[src/rtl/mem_stage_ctrl.sv]
// mem_stage_ctrl: M-stage data-memory access sequencer for the 5-stage core.
// A load or store sitting in EX/MEM is turned into a req/ready handshake
// with a variable-latency data memory. The pipeline is stalled until the
// access completes, and the load data is then handed to the writeback path.
//
// Optional build: define MEM_TIMEOUT_EN to abort a request that has waited
// TIMEOUT_CYCLES REQ cycles. The abort pulses mem_err for one cycle.
// Without the macro the controller waits in REQ indefinitely and mem_err is
// held at 0.
module mem_stage_ctrl #(
    parameter int word_width     = 32,
    parameter int TIMEOUT_CYCLES = 255
) (
    input  logic                  clk,
    input  logic                  reset,
    input  logic [1:0]            ResultSrcM,
    input  logic                  MemWriteM,
    input  logic [word_width-1:0] ALUResultM,
    input  logic [word_width-1:0] WriteDataM,
    input  logic                  mem_ready,
    input  logic [word_width-1:0] mem_rdata,
    output logic                  mem_req,
    output logic                  mem_we,
    output logic [word_width-1:0] mem_addr,
    output logic [word_width-1:0] mem_wdata,
    output logic [word_width-1:0] ReadDataM,
    output logic                  StallMem,
    output logic                  mem_err
);

    typedef enum logic [1:0] {
        IDLE = 2'b00,
        REQ  = 2'b01,
        DONE = 2'b10
    } state_t;

    state_t                state_reg, state_next;
    logic                  we_reg, we_next;
    logic [word_width-1:0] addr_reg, addr_next;
    logic [word_width-1:0] wdata_reg, wdata_next;
    logic [word_width-1:0] rdata_reg, rdata_next;
    logic                  stall_comb;
    logic                  access;
    logic                  timeout_hit;
    logic                  err_next;

    // A store wins when both store and load are flagged. mem_we takes
    // MemWriteM directly, so this falls out of the latch without extra logic.
    assign access = MemWriteM | (ResultSrcM == 2'b01);

`ifdef MEM_TIMEOUT_EN
    localparam int CNT_W = $clog2(TIMEOUT_CYCLES + 1);

    logic [CNT_W-1:0] cnt_reg, cnt_next;
    logic             err_reg;

    // The counter holds the number of REQ cycles already spent. When the
    // current REQ cycle is the TIMEOUT_CYCLES-th one, the request is aborted
    // on this edge unless mem_ready arrives in the same cycle.
    assign timeout_hit = (cnt_reg == CNT_W'(TIMEOUT_CYCLES - 1));

    // Count REQ cycles. The counter is cleared while idle, so it starts
    // from zero on every entry to REQ.
    always_comb begin
        cnt_next = cnt_reg;
        if (state_reg == REQ) begin
            cnt_next = cnt_reg + 1'b1;
        end else begin
            cnt_next = '0;
        end
    end

    // Register the REQ-cycle counter and the one-cycle error pulse.
    always_ff @(posedge clk or posedge reset) begin
        if (reset) begin
            cnt_reg <= '0;
            err_reg <= 1'b0;
        end else begin
            cnt_reg <= cnt_next;
            err_reg <= err_next;
        end
    end

    assign mem_err = err_reg;
`else
    // No timeout logic is built. The parameter is referenced only so that
    // it is not dangling; a non-negative value keeps this tie at 0.
    assign timeout_hit = 1'b0;
    assign mem_err     = (TIMEOUT_CYCLES < 0) ? 1'b1 : 1'b0;
`endif

    // Next-state, latch and stall decode for the IDLE -> REQ -> DONE sequence.
    always_comb begin
        state_next = state_reg;
        we_next    = we_reg;
        addr_next  = addr_reg;
        wdata_next = wdata_reg;
        rdata_next = rdata_reg;
        stall_comb = 1'b0;
        err_next   = 1'b0;
        case (state_reg)
            IDLE: begin
                // The stall is raised in the same cycle the access appears,
                // so the instruction stays in EX/MEM.
                stall_comb = access;
                if (access) begin
                    addr_next  = ALUResultM;
                    wdata_next = WriteDataM;
                    we_next    = MemWriteM;
                    state_next = REQ;
                end
            end
            REQ: begin
                stall_comb = 1'b1;
                if (mem_ready) begin
                    // Completion has priority over a timeout in the same cycle.
                    if (!we_reg) begin
                        rdata_next = mem_rdata;
                    end
                    state_next = DONE;
                end else if (timeout_hit) begin
                    if (!we_reg) begin
                        rdata_next = '0;
                    end
                    err_next   = 1'b1;
                    state_next = DONE;
                end
            end
            DONE: begin
                // The stall is released here so the pipeline advances on this
                // edge. The next access is only seen in IDLE.
                state_next = IDLE;
            end
            default: begin
                state_next = IDLE;
            end
        endcase
    end

    // Register the controller state, the latched request and the load data.
    always_ff @(posedge clk or posedge reset) begin
        if (reset) begin
            state_reg <= IDLE;
            we_reg    <= 1'b0;
            addr_reg  <= '0;
            wdata_reg <= '0;
            rdata_reg <= '0;
        end else begin
            state_reg <= state_next;
            we_reg    <= we_next;
            addr_reg  <= addr_next;
            wdata_reg <= wdata_next;
            rdata_reg <= rdata_next;
        end
    end

    // mem_req decodes the registered state only, so no input reaches it
    // combinationally.
    assign mem_req   = (state_reg == REQ);
    assign mem_we    = we_reg;
    assign mem_addr  = addr_reg;
    assign mem_wdata = wdata_reg;
    assign ReadDataM = rdata_reg;
    assign StallMem  = stall_comb;

endmodule

[config.mk]
export PLATFORM = sky130hd
export DESIGN_NAME = mem_stage_ctrl
export DESIGN_NICKNAME = d
export VERILOG_FILES = /design/src/rtl/mem_stage_ctrl.sv
export SDC_FILE = /design/constraint.sdc
export NUM_CORES = 1
export LEC_CHECK = 0
export ABC_AREA = 1
export CAP_MARGIN = 20
export CORE_ASPECT_RATIO = 1.1
export CORE_MARGIN = 2
export CORE_UTILIZATION = 36
export DETAILED_ROUTE_END_ITERATION = 6
export PLACE_DENSITY = 0.76
export SETUP_SLACK_MARGIN = 0.4
export SYNTH_ARGS = -nofsm -noshare
export SYNTH_HDL_FRONTEND = slang
export SYNTH_SLANG_ARGS = --single-unit
[constraint.sdc]
create_clock -name clk -period 3.5 [get_ports clk]
set_clock_uncertainty 0.1 [all_clocks]
set_input_delay 1.05 -clock clk [delete_from_list [all_inputs] [get_ports clk]]
set_output_delay 1.05 -clock clk [all_outputs]
set_load 0.02 [all_outputs]
Word-level counts from Yosys, hierarchy flattened
Cells that the tools add are included.

word-level totals
  register bits = 99
  latch bits = 0
  bits in writable memories = 0
  memory bits (read-only) = 0
  input port bits = 102
  output and inout bits = 100
  logic and storage cells = 19
  memories = 0

operators by class
  add/sub/neg operators = 0
  $mul = 0
  divide/modulo/power cells = 0
  order comparisons = 0
  eq/ne operators = 4
  shift operators = 0
  muxes and demuxes = 4
  bitwise operators = 2
  reduce and logical (&&, ||, !) cells = 4

operator list
  kind                                           count
  == test 2 x 1 -> 1 bit, second input constant  2
  2-to-1 mux 2 bit                               2
  != test 2 bit, second input constant           2
  case mux 2 bit (2 select lines)                1
  AND reduction 2 bit                            2
  AND reduction 3 bit                            1
  zero test 2 bit                                1
  case mux 1 bit (2 select lines)                1
  NOT 1 bit                                      1
  OR 1 bit                                       1

Depth between registers and ports, before layout
  word-level depth = 4
  mapped depth = 8
  mapped depth without buffers = 6

Worst setup path after synthesis
OpenSTA, ideal clock, no wires.

  kind = input -> output
  start point = in ResultSrcM[1]
  end point = out StallMem
  arrival = 1.668 ns
  required time = 2.350 ns
  path slack = 0.682 ns
  stages = 7
  path buffers = 2
  cells stage by stage = inv_1 -> nand2_1 -> nand2_1 -> nand2_2 -> buf_6 -> buf_6 -> nand2_1

on the way
  word-level cells in the longest chain between the ends = 3

RTL lines
  element                          line  text
  start, declared                  16    input logic [1:0] ResultSrcM,
  == test 2 x 1 -> 1 bit           49    assign access = MemWriteM | (ResultSrcM == 2'b01);
  OR 1 bit                         49
  case mux 1 bit (2 select lines)  101   case (state_reg)
  end, declared                    27    output logic StallMem,

No other way between the ends.

Worst setup path after layout
Same ends and word-level chain as after synthesis.

==> impl_metrics.yaml <==
sta:
  min_period_ps: 3060
  finalSetupViolations: 0
  whs_ps: 367.0
  timing.fmax_ghz: 0.3268
  rsz0062_at_grt: "no"
  finalHoldViolCount: 0
  fin_setup_tns_ps: 0
  fin_crit_sh_pct: 87.44
  drv_slew: 0
  slew_headroom_pct: 55.31
  tightest_slew_ps: 670.4
logic_synthesis:
  synth_cells: 438
  ys_types: 15
  ys_seq_area_share_pct: 61.66
  synth_warnings: 0
  ys_seq_elements: 99
  synthesis.nets: 540
  syn_area_mm2: 0.004018
  syn_area_per_cell_um2: 9.173
route:
  drtPass1Iterations: 4
  ant_nets: 0
  drtIter0Drc: 153
  vias: 3621
  routed_wl_um: 10810
  wire_per_inst_um: 13.95
  vias_per_cell: 4.672
  drc: 0
clock_tree:
  cts_sinks: 99
  root_buffer: "clkbuf_16"
  clock_latency_ps: 330
  cts_buffers: 9
  cts_tree: "yes"
  clkTransAtPathRegs_ps: 60
  cts.path.max_buffers: 2
  htree_levels: 3
  cts-hold-fix-buffers: 0
critical_path:
  critical_path_class: "primary input to output pin"
  cp_slowest_cell: "clkdlybuf4s50_1"
  r2r-start: "state_reg[1]"
  cp-end-kind: "output pin"
  cp.arrival_ps: 1910
  worst_setup_path_start_kind: "primary input"
  crit_top_cell: "nand2_2"
  crit_fanout: 2
  r2r_setup_slack_ps: 1850
  worstReg2RegEnd: "ReadDataM[6]"
  max_stage_delay_ps: 460
  crit_chain: "clkdlybuf4s50_1 > inv_1 > nand2_1 > nand2_2 > nand2_2 > nand2_2 > buf_6"
  cp.required_ps: 2350
  reg2regPathDepth: 5
die:
  fp.dieH_um: 114.8
  ios: 202
  start_util_pct: 36.82
  core_area_mm2: 0.01091
  num_rows: 40
  fp.dieW_um: 104.7
  dieArea_mm2: 0.01202
final_layout:
  area_delta_synth_final_pct: 57.71
  final_cells: 775
  layout-drive-gt1-share_pct: 4.777
  fin_nets: 726
  n_antenna_cell: 0
  fin_util_pct: 58.07
global_route:
  grt_pass1_vias: 3632
  antenna_found_initial: 0
  overflow: 0
  grt_max_degree: 100
  grt_pass1_wl_um: 17570
  track_usage_pct: 18.13
place:
  placed_cells: 760
  hpwl_um: 7681
  port-buffer-count: 200
  routabilityCongestion: 0.7330
min_path:
  hold_path_depth: 2
  hold_class: "flop to flop"
  hold_path.startpoint: "mem_wdata[29]"
  min_to: "mem_wdata[29]"
pwr:
  p_switching_uw: 2370
  swShare_pct: 39.71
  irDropWorstVdd_v: 0.0004552
  powerDensity_mw_per_mm2: 941.9
  clock_power_share_pct: 16.3
  power.internal_uw: 3598
  p_leak_uw: 0.003055
  p_seq_share_pct: 33.5
  power.share.combinational_pct: 50.2
run:
  max_cap_viol_count: 0
run_status:
  status: "completed"
cells in the final DEF, fill, tap and decap left out, drive strengths merged, types with 4 or more instances in the layout:
cell / instances
nand3: 96
clkdlybuf4s50: 199
inv: 5
clkbuf: 13
dfrtp: 99
buf: 7
nand2: 200
nor2: 4
through the flow:
step / cell area (um2) / setup slack [ps] / total power (uW)
floorplan: 4021 / 681.9 / 3645
detailed placement: 6037 / -24.61 / 5034
finish: 6336 / 439.7 / 5968
global route: 6336 / 399.9 / 6342
global placement: 6037 / -14.39 / 4961
CTS: 6327 / 419.7 / 6026
cell families after synthesis:
kind of cell           count (synthesis)  share of synthesized area, %
AOI/OAI and AO/OA                      1                        0.1245
buffers and inverters                 37                         6.416
DFF                                   99                         61.66
other                                  1                       0.09334
and+or+nand+nor                      300                         31.70
Yosys cell counts:
cell type	instances	area share [%]
nand2_1	198	18
nor2_4	2	0.56
inv_2	2	0.19
inv_1	4	0.37
nand2_2	1	0.16
buf_2	14	1.7
o21ai_1	1	0.12
dfrtp_1	99	62
nand3_1	96	12
conb_1	1	0.093
buf_6	10	2.8
nand2_4	1	0.28
nor2_2	1	0.16
buf_4	7	1.3
nor2_1	1	0.093
power by group through the flow:
stage | sequential, uW | combinational, uW | clock [uW]
finish | 2000 | 3000 | 971
global route | 2060 | 3240 | 1040
CTS | 2000 | 3030 | 1000
detailed placement | 2000 | 3030 | 0
global placement | 1990 | 2970 | 0
floorplan | 2640 | 1000 | 0
final cells by class:
type	count	area, um2
clock buffers	13	260.3
flip-flops and latches	99	2477
inverters	6	26.28
well taps	147	183.9
fillers	975	4574
multi-input cells	302	1292
repair buffers	206	2061
clock inverters	2	35.03
how the worst max path moves through the flow:
stage,start,endpoint,slack [ps],depth (start not counted)
6_report,ResultSrcM[1],StallMem,440,7
5_1_grt,ResultSrcM[1],StallMem,400,7
4_1_cts,MemWriteM,StallMem,420,6
3_5_place_dp,MemWriteM,StallMem,-20,6
3_3_place_gp,MemWriteM,StallMem,-10,6
2_1_floorplan,ResultSrcM[1],StallMem,680,7
what timing repair did:
item                                    CTS  global route
endpoints found under the setup margin    1             1
setup buffers                             0             0
pin swaps                                 0             1
cloned                                    0             0
resized for setup                         4             3
routing by layer:
metal / vias to the layer above / wire length, um / global-route usage (%) / share of wire [%]
met2: 126 / 5553 / 32.21 / 51
met1: 1721 / 4444 / 21.94 / 41
li1: 1755 / - / - / -
met3: 19 / 612 / 3.458 / 5.7
met4: 0 / 201 / 7.022 / 1.9
met5: - / 0 / 0 / 0
worst max-delay path, delay by kind of cell:
kind	cells	cell delay (ps)
buffers and inverters	3	630
and+or+nand+nor	4	240
(Power assumes the default switching activity.)
